$ cat src/rtl/hazard_scoreboard.sv
// Hazard scoreboard: shadows the E/M/W pipeline to produce load-use / MD stalls
// and per-operand forwarding selects, plus a saturating stall-cycle counter.
module hazard_scoreboard #(
  parameter int AW       = 5,
  parameter int TW       = 2,
  parameter int MULT_CYC = 5,
  parameter int DIV_CYC  = 10,
  parameter int CW       = 4
) (
  input  logic          clk,
  input  logic          reset,
  input  logic [AW-1:0] d_rs,
  input  logic [AW-1:0] d_rt,
  input  logic [TW-1:0] d_rs_tuse,
  input  logic [TW-1:0] d_rt_tuse,
  input  logic [AW-1:0] d_dst,
  input  logic [TW-1:0] d_tnew,
  input  logic          d_md,
  input  logic          d_md_start,
  input  logic          d_md_div,
  output logic          stall,
  output logic [1:0]    fwd_d_rs,
  output logic [1:0]    fwd_d_rt,
  output logic [1:0]    fwd_e_rs,
  output logic [1:0]    fwd_e_rt,
  output logic [1:0]    fwd_m_rt,
  output logic          md_busy,
  output logic [15:0]   stall_cnt
);

  typedef struct packed {
    logic [AW-1:0] rs;
    logic [AW-1:0] rt;
    logic [AW-1:0] dst;
    logic [TW-1:0] tnew;
  } slot_t;

  slot_t         e_q, m_q, w_q;
  slot_t         e_d, m_d, w_d;
  logic [CW-1:0] md_cnt_q, md_cnt_d;
  logic [15:0]   stall_cnt_q, stall_cnt_d;

  function automatic logic [TW-1:0] dec_sat(input logic [TW-1:0] t);
    return (t == '0) ? '0 : t - 1'b1;
  endfunction

  // A producer still in flight blocks the source if it won't be ready by use time.
  function automatic logic src_stall(input logic [AW-1:0] s, input logic [TW-1:0] tuse,
                                     input slot_t e, input slot_t m);
    return (s != '0) && (((e.dst == s) && (e.tnew > tuse)) ||
                         ((m.dst == s) && (m.tnew > tuse)));
  endfunction

  // Newest matching slot wins; a non-ready newest match masks older ready ones.
  function automatic logic [1:0] fwd_sel(input logic [AW-1:0] src, input slot_t e,
                                         input slot_t m, input slot_t w, input logic [2:0] en);
    logic [1:0] sel;
    sel = 2'd0;
    if (src != '0) begin
      if (en[0] && (e.dst == src))      sel = (e.tnew == '0) ? 2'd1 : 2'd0;
      else if (en[1] && (m.dst == src)) sel = (m.tnew == '0) ? 2'd2 : 2'd0;
      else if (en[2] && (w.dst == src)) sel = (w.tnew == '0) ? 2'd3 : 2'd0;
    end
    return sel;
  endfunction

  assign md_busy   = (md_cnt_q != '0);
  assign stall_cnt = stall_cnt_q;

  always_comb begin
    stall = src_stall(d_rs, d_rs_tuse, e_q, m_q) ||
            src_stall(d_rt, d_rt_tuse, e_q, m_q) ||
            (d_md && md_busy);
    fwd_d_rs = fwd_sel(d_rs,   e_q, m_q, w_q, 3'b111);
    fwd_d_rt = fwd_sel(d_rt,   e_q, m_q, w_q, 3'b111);
    fwd_e_rs = fwd_sel(e_q.rs, e_q, m_q, w_q, 3'b110);
    fwd_e_rt = fwd_sel(e_q.rt, e_q, m_q, w_q, 3'b110);
    fwd_m_rt = fwd_sel(m_q.rt, e_q, m_q, w_q, 3'b100);
  end

  always_comb begin
    w_d      = m_q;
    w_d.tnew = dec_sat(m_q.tnew);
    m_d      = e_q;
    m_d.tnew = dec_sat(e_q.tnew);
    e_d      = '0;
    if (!stall) e_d = '{rs: d_rs, rt: d_rt, dst: d_dst, tnew: d_tnew};

    md_cnt_d = md_cnt_q;
    if (d_md_start && !stall) md_cnt_d = d_md_div ? CW'(DIV_CYC) : CW'(MULT_CYC);
    else if (md_busy)         md_cnt_d = md_cnt_q - 1'b1;

    stall_cnt_d = stall_cnt_q;
    if (stall && (stall_cnt_q != 16'hFFFF)) stall_cnt_d = stall_cnt_q + 16'd1;
  end

  always_ff @(posedge clk or posedge reset) begin
    if (reset) begin
      e_q         <= '0;
      m_q         <= '0;
      w_q         <= '0;
      md_cnt_q    <= '0;
      stall_cnt_q <= '0;
    end else begin
      e_q         <= e_d;
      m_q         <= m_d;
      w_q         <= w_d;
      md_cnt_q    <= md_cnt_d;
      stall_cnt_q <= stall_cnt_d;
    end
  end

endmodule

$ cat config.mk
export PLATFORM = sky130hd
export DESIGN_NAME = hazard_scoreboard
export DESIGN_NICKNAME = d
export VERILOG_FILES = /design/src/rtl/hazard_scoreboard.sv
export SDC_FILE = /design/constraint.sdc
export NUM_CORES = 1
export LEC_CHECK = 0
export ABC_CLOCK_PERIOD_IN_PS = 4900
export BUFFER_PORTS_ARGS = -buffer_cell sky130_fd_sc_hd__buf_2
export CORE_MARGIN = 1.5
export CORE_UTILIZATION = 45
export CTS_CLUSTER_DIAMETER = 30
export CTS_CLUSTER_SIZE = 28
export DETAILED_ROUTE_END_ITERATION = 8
export PLACE_DENSITY = 0.67
export SYNTH_ARGS = -nofsm -noshare
export SYNTH_HDL_FRONTEND = slang
export SYNTH_SLANG_ARGS = --single-unit
$ cat constraint.sdc
create_clock -name clk -period 4.9 [get_ports clk]
set_clock_uncertainty 0.15 [all_clocks]
set_input_delay 0.98 -clock clk [delete_from_list [all_inputs] [get_ports clk]]
set_output_delay 0.98 -clock clk [all_outputs]
set_load 0.05 [all_outputs]
## Word level (Yosys, flattened, before mapping)

Index checks and enable logic that the tools add are counted.

- Add/sub/neg operators: 4
- $lt $le $gt $ge: 4
- Eq/ne operators: 12
- Multiplexer cells: 25
- Reduce and logical (&&, ||, !) cells: 24

Operator list:

| kind | number |
|---|---|
| $eq A5 B5 Y1 | 11 |
| $mux W2 | 20 |
| $reduce_bool A5 Y1 | 5 |
| $mux W17 | 1 |
| $add A16 B1 Y16 const B | 1 |
| $ne A16 B16 Y1 const B | 1 |
| $mux W4 | 3 |
| $logic_and A1 B1 Y1 | 9 |
| $gt A2 B2 Y1 | 4 |
| $logic_not A2 Y1 | 3 |
| $logic_or A1 B1 Y1 | 4 |
| $reduce_bool A4 Y1 | 1 |
| $sub A2 B1 Y2 const B | 2 |
| $sub A4 B1 Y4 const B | 1 |
| $reduce_bool A2 Y1 | 1 |
| $logic_not A1 Y1 | 1 |
| $mux W1 | 1 |

- Register bits after elaboration: 56
- Input port bits: 26
- Logic and storage cells: 80

## Depth between registers and ports, before layout

- Depth in word-level cells: 9
- Mapped depth: 10

## Worst setup path after synthesis

No wires, ideal clock.

- Path kind: input to output
- From: input port d_rt[0]
- To: output port fwd_d_rt[1]
- Arrival time: 2.874 ns
- Data required time: 3.770 ns
- Setup slack: 0.896 ns
- Stages: 7
- Buffers on the path: 1
- Cell sequence: clkbuf_1 -> xnor2_1 -> nand3_1 -> nor2_1 -> nor4_1 -> a21oi_1 -> nor3_1

- Word-level cells in the longest chain between the ends: 5

Ends and longest elaborated chain:

| what | line | source |
|---|---|---|
| start: declaration | 13 | `input logic [AW-1:0] d_rt,` |
| $eq A5 B5 Y1 | 62 | `else if (en[2] && (w.dst == src)) sel = (w.tnew == '0) ? 2'd3 : 2'd0;` |
| $mux W2 | 62 |  |
| $mux W2 | 61 | `else if (en[1] && (m.dst == src)) sel = (m.tnew == '0) ? 2'd2 : 2'd0;` |
| $mux W2 | 60 | `if (en[0] && (e.dst == src)) sel = (e.tnew == '0) ? 2'd1 : 2'd0;` |
| $mux W2 * | 59 | `if (src != '0) begin` |
| end: declaration | 23 | `output logic [1:0] fwd_d_rt,` |

Mark *: on every way between the ends. The rest lies on a longest branch, timed or not.

## Worst setup path after layout

- From: input port d_rs[1]
- To: output port stall

- Word-level cells in the longest chain between the ends: 6

Ends and longest elaborated chain:

| what | line | source |
|---|---|---|
| start: declaration | 12 | `input logic [AW-1:0] d_rs,` |
| $eq A5 B5 Y1, on equally long branches | 50, 51 |  |
| $logic_and A1 B1 Y1, on equally long branches | 50, 51 |  |
| $logic_or A1 B1 Y1 | 50 | `return (s != '0) && (((e.dst == s) && (e.tnew > tuse)) \|\|` |
| $logic_and A1 B1 Y1 * | 50 |  |
| $logic_or A1 B1 Y1 * | 71 | `stall = src_stall(d_rs, d_rs_tuse, e_q, m_q) \|\|` |
| $logic_or A1 B1 Y1 * | 72 | `src_stall(d_rt, d_rt_tuse, e_q, m_q) \|\|` |
| end: declaration | 21 | `output logic stall,` |

Marks and branches as above.

==> results.rst <==
.. list-table::
   :header-rows: 1

   * - Metric
     - Value
   * - Antenna Diode Count
     - 0
   * - # IOs
     - 54
   * - Crit path largest cell delay
     - around 0.54 ns
   * - Path depth of the worst reg2reg path
     - 6
   * - Num Clock Sinks
     - 56
   * - Cell at the root of the clock tree
     - clkbuf_8
   * - Number of setup buffers added after CTS
     - 0
   * - Skew-Pair Late Insertion Delay
     - 0.31 ns
   * - Instance count along the most critical hold path
     - 0
   * - Flip-flop and latch count after synthesis
     - 56
   * - Reg2reg end
     - stall_cnt[1]
   * - Setup crit start
     - d_rs[1]
   * - Slew at the pin closest to its max-slew limit
     - between 0.8 and 0.9 ns
   * - Register-to-register setup slack
     - 2.24 ns
   * - Resized cells post-CTS
     - 0
   * - Total DRC errors in the routed layout
     - 1
   * - Share of the clock period used by the worst path
     - 76.6%
   * - Arrival time worst endpoint
     - approximately 2.6 ns
   * - Port-buffer cells
     - 53
   * - Pin count of the biggest net entering global routing
     - 57
   * - Synth unique cells
     - 34
   * - Violated checks
     - design-rule violations
   * - Global-route met1 utilization
     - 23.8%
   * - Synthesized-area fraction occupied by adder cells
     - 4.54%
   * - Grt met3 use
     - approximately 4%
   * - Total power per unit cell area
     - 432 nW/um2
   * - CP max FO
     - 5
   * - Data required, critical path
     - 3.77 ns
   * - Post-Synth XOR/XNOR Area
     - 20.5%
   * - Total negative slack
     - 0 ns
   * - Multiplexer fraction of the synthesized cell area
     - 2.68%
   * - Crit-path most repeated cell
     - buf_2
   * - Overall die width
     - 85.1 um
   * - Post-Layout Cell Count
     - 415
   * - First-iteration detailed-routing DRC count
     - 83
   * - Core Footprint
     - between 6000 and 7000 um2
   * - GRT overflow
     - 0
   * - Sequential cell area fraction in the yosys report
     - 46.2%
   * - Warnings from Yosys
     - 0
   * - WL final
     - around 6300 um
   * - Inst Count DP
     - 407
   * - Initial antenna violation count
     - 0
   * - Number of antenna-violating nets in the routed design
     - 0
   * - Setup Viol. Count Final
     - 0
   * - Syn Std Cell Area
     - 3030 um2
   * - First-pass DRT Iterations
     - 6
   * - Max-Cap Viols
     - 0
   * - Die Footprint
     - 7240 um2
   * - Fin crit period
     - 3.76 ns
   * - Largest family of logic cells by synthesized area
     - XOR/XNOR gates
   * - Clock tree from TritonCTS
     - done
   * - Overall power consumption
     - 0.00149 W
   * - Via count
     - approximately 2.1k
   * - Synthesized area divided by synthesized cell count
     - 10.6 um2
   * - Growth of design area from synthesis to finish
     - 13.6%
   * - Outcome
     - complete, but fails checks
   * - Number of hold buffers added after cts
     - 0
   * - Routability congestion estimate
     - approximately 0.81
   * - Setup crit start kind
     - primary input
   * - Sort of element at the end of the critical path
     - output port
   * - Crit path buf inv count
     - 3
   * - Post-DR vias/cell
     - 5.13
   * - Number of buffers created by CTS
     - 5
   * - Global router's overall resource usage
     - 18.6%
   * - Number of cells produced by synthesis
     - 287
   * - Launching point of the worst reg2reg path
     - m_q[6]
   * - Layout Nets
     - 374
   * - Total count of hold-check failures in the final report
     - 0
   * - Post-synthesis compound-gate area fraction
     - 3.92%
   * - Share of layout cells above drive strength 1
     - between 20% and 30%
   * - Detailed placer's ending HPWL
     - around 4700 um
   * - Launch instance of the worst min-delay path
     - e_q[11]
   * - Filler cell count in the final layout
     - 600
   * - Met2 layer usage reported by global route
     - 32.0%
   * - Worst voltage drop across the vdd grid
     - ~0.27 mV
   * - Finished Core Util
     - 53.6%
   * - Initial Util
     - between 40% and 50%
   * - CTS H-tree lvls
     - 2
   * - Maximum achievable frequency
     - 0.266 GHz
   * - Setup WS post-layout
     - 1.14 ns
   * - Via count of the first global-routing pass
     - 2,148
   * - Std cell rows
     - 29
   * - Max Slew Vio Count
     - 0
   * - Clock Tree Buf Depth
     - 2
   * - Routing layer with the top usage in global route
     - met2
   * - Simple logic cell fraction of the synthesized area
     - 19.0%
   * - Height of the die
     - 85.1 um
   * - Cells traversed along the worst timing path
     - buf_2 -> or4_1 -> nor2_2 -> a211oi_1 -> a22oi_2 -> and3_1 -> inv_1 -> buf_2
   * - Clock transition time at the flip-flop clock pins of the worst setup and hold paths
     - roughly 0.1 ns
   * - Net Count, Synth
     - 324
   * - Leakage Power
     - 1.67 nW
   * - Routed length per instance
     - 15.3 um
   * - Endpoint with the worst hold slack
     - m_q[11]
   * - RSZ-0062 raised after global routing
     - no
   * - Critical Setup Path Class
     - primary input to output port
   * - Worst relative slew slack
     - 45.7%
   * - Worst setup timing slack at the placement stage
     - 1.13 ns
   * - Tightest Hold Check Type
     - flop to flop
   * - Global-route wire length before repair
     - 10,400 um
   * - Critical-path cell with the highest stage delay
     - or4_1
   * - Cell class contributing the biggest share of worst-path delay
     - simple AND/OR/NAND/NOR gates
[layout make-up]
class | count | area (um2) | area share, %
well taps | 77 | 96.3 | 2.80
repair buffers | 55 | 280 | 8.14
flip-flops and latches | 56 | 1400 | 40.7
clock buffers | 8 | 90.1 | 2.62
multi-input cells | 209 | 1540 | 44.6
inverters | 10 | 37.5 | 1.09
[cell usage after synthesis, drive strengths merged]
master | instances | area [um2]
mux2i | 4 | 40.0
o22ai | 1 | 6.26
nor2b | 4 | 25.0
a22oi | 1 | 12.5
and4 | 4 | 35.0
nand4 | 8 | 50.1
a21o | 1 | 7.51
a31oi | 1 | 12.5
mux2 | 3 | 41.3
nor3 | 12 | 60.1
buf | 4 | 25.0
o21ai | 4 | 20.0
and3 | 7 | 43.8
a21oi | 6 | 30.0
nor2 | 12 | 47.6
inv | 10 | 37.5
or4 | 4 | 30.0
or3 | 1 | 6.26
or2 | 1 | 6.26
dfrtp | 56 | 1400
and2 | 20 | 125
a211oi | 2 | 15.0
ha | 11 | 138
o21bai | 2 | 15.0
nand3 | 13 | 65.1
nand2 | 10 | 45.0
clkbuf | 8 | 30.0
xnor2 | 46 | 403
xor2 | 25 | 219
nor4 | 6 | 37.5
[cell usage in the layout (no fill, tap or decap), drive strengths merged]
| cell | count |
|---|---|
| o22ai | 1 |
| nand4 | 8 |
| a22oi | 1 |
| nor3 | 12 |
| dfrtp | 56 |
| and2 | 20 |
| or4 | 4 |
| nor2b | 4 |
| a21o | 1 |
| and4 | 4 |
| xnor2 | 46 |
| a211oi | 2 |
| mux2i | 4 |
| inv | 10 |
| buf | 55 |
| or3 | 1 |
| nand2 | 10 |
| a31oi | 1 |
| o21ai | 4 |
| nor2 | 12 |
| mux2 | 3 |
| and3 | 7 |
| nor4 | 6 |
| nand3 | 13 |
| clkbuf | 8 |
| xor2 | 25 |
| o21bai | 2 |
| ha | 11 |
| a21oi | 6 |
| or2 | 1 |
[how the worst max path moves through the flow]
stage / to / depth (start not counted)
floorplan: fwd_d_rt[1] / 7
global placement: stall / 8
detailed placement: stall / 8
CTS: stall / 8
global route: stall / 8
finish: stall / 8
[report_power, final]
group / total [W] / internal (W) / switching [W]
clock: 0.000252 / 0.000116 / 0.000136
sequential: 0.000660 / 0.000547 / 0.000113
combinational: 0.000575 / 0.000222 / 0.000353
[stage by stage]
stage / hold slack (ns) / area [um2]
floorplan: 0.260 / 3030
global placement: 0.290 / 3350
detailed placement: 0.301 / 3350
CTS: 0.324 / 3440
global route: 0.332 / 3440
finish: 0.318 / 3440
[state kept, by name, summed over array words and instances (netlist names)]
register	flops
w_q	7
m_q	12
md_cnt_q	4
e_q	17
stall_cnt	16
[per-layer routing]
| metal | up-vias | routed length, um |
|---|---|---|
| li1 | 1065 | - |
| met1 | 1019 | 2890 |
| met2 | 41 | 3110 |
| met3 | 6 | 273 |
| met4 | 0 | 69 |
| met5 | - | 0 |
[logic make-up (layout without fill, tap and decap cells)]
logic type / count (synthesis) / in the layout
AOI/OAI and AO/OA: 18 / 18
xor gates and xnor gates: 71 / 71
adders and majority gates: 11 / 11
buffers and inverters: 22 / 73
DFF: 56 / 56
muxes: 7 / 7
and+or+nand+nor: 102 / 102
Power figures use the tool's default switching activity.
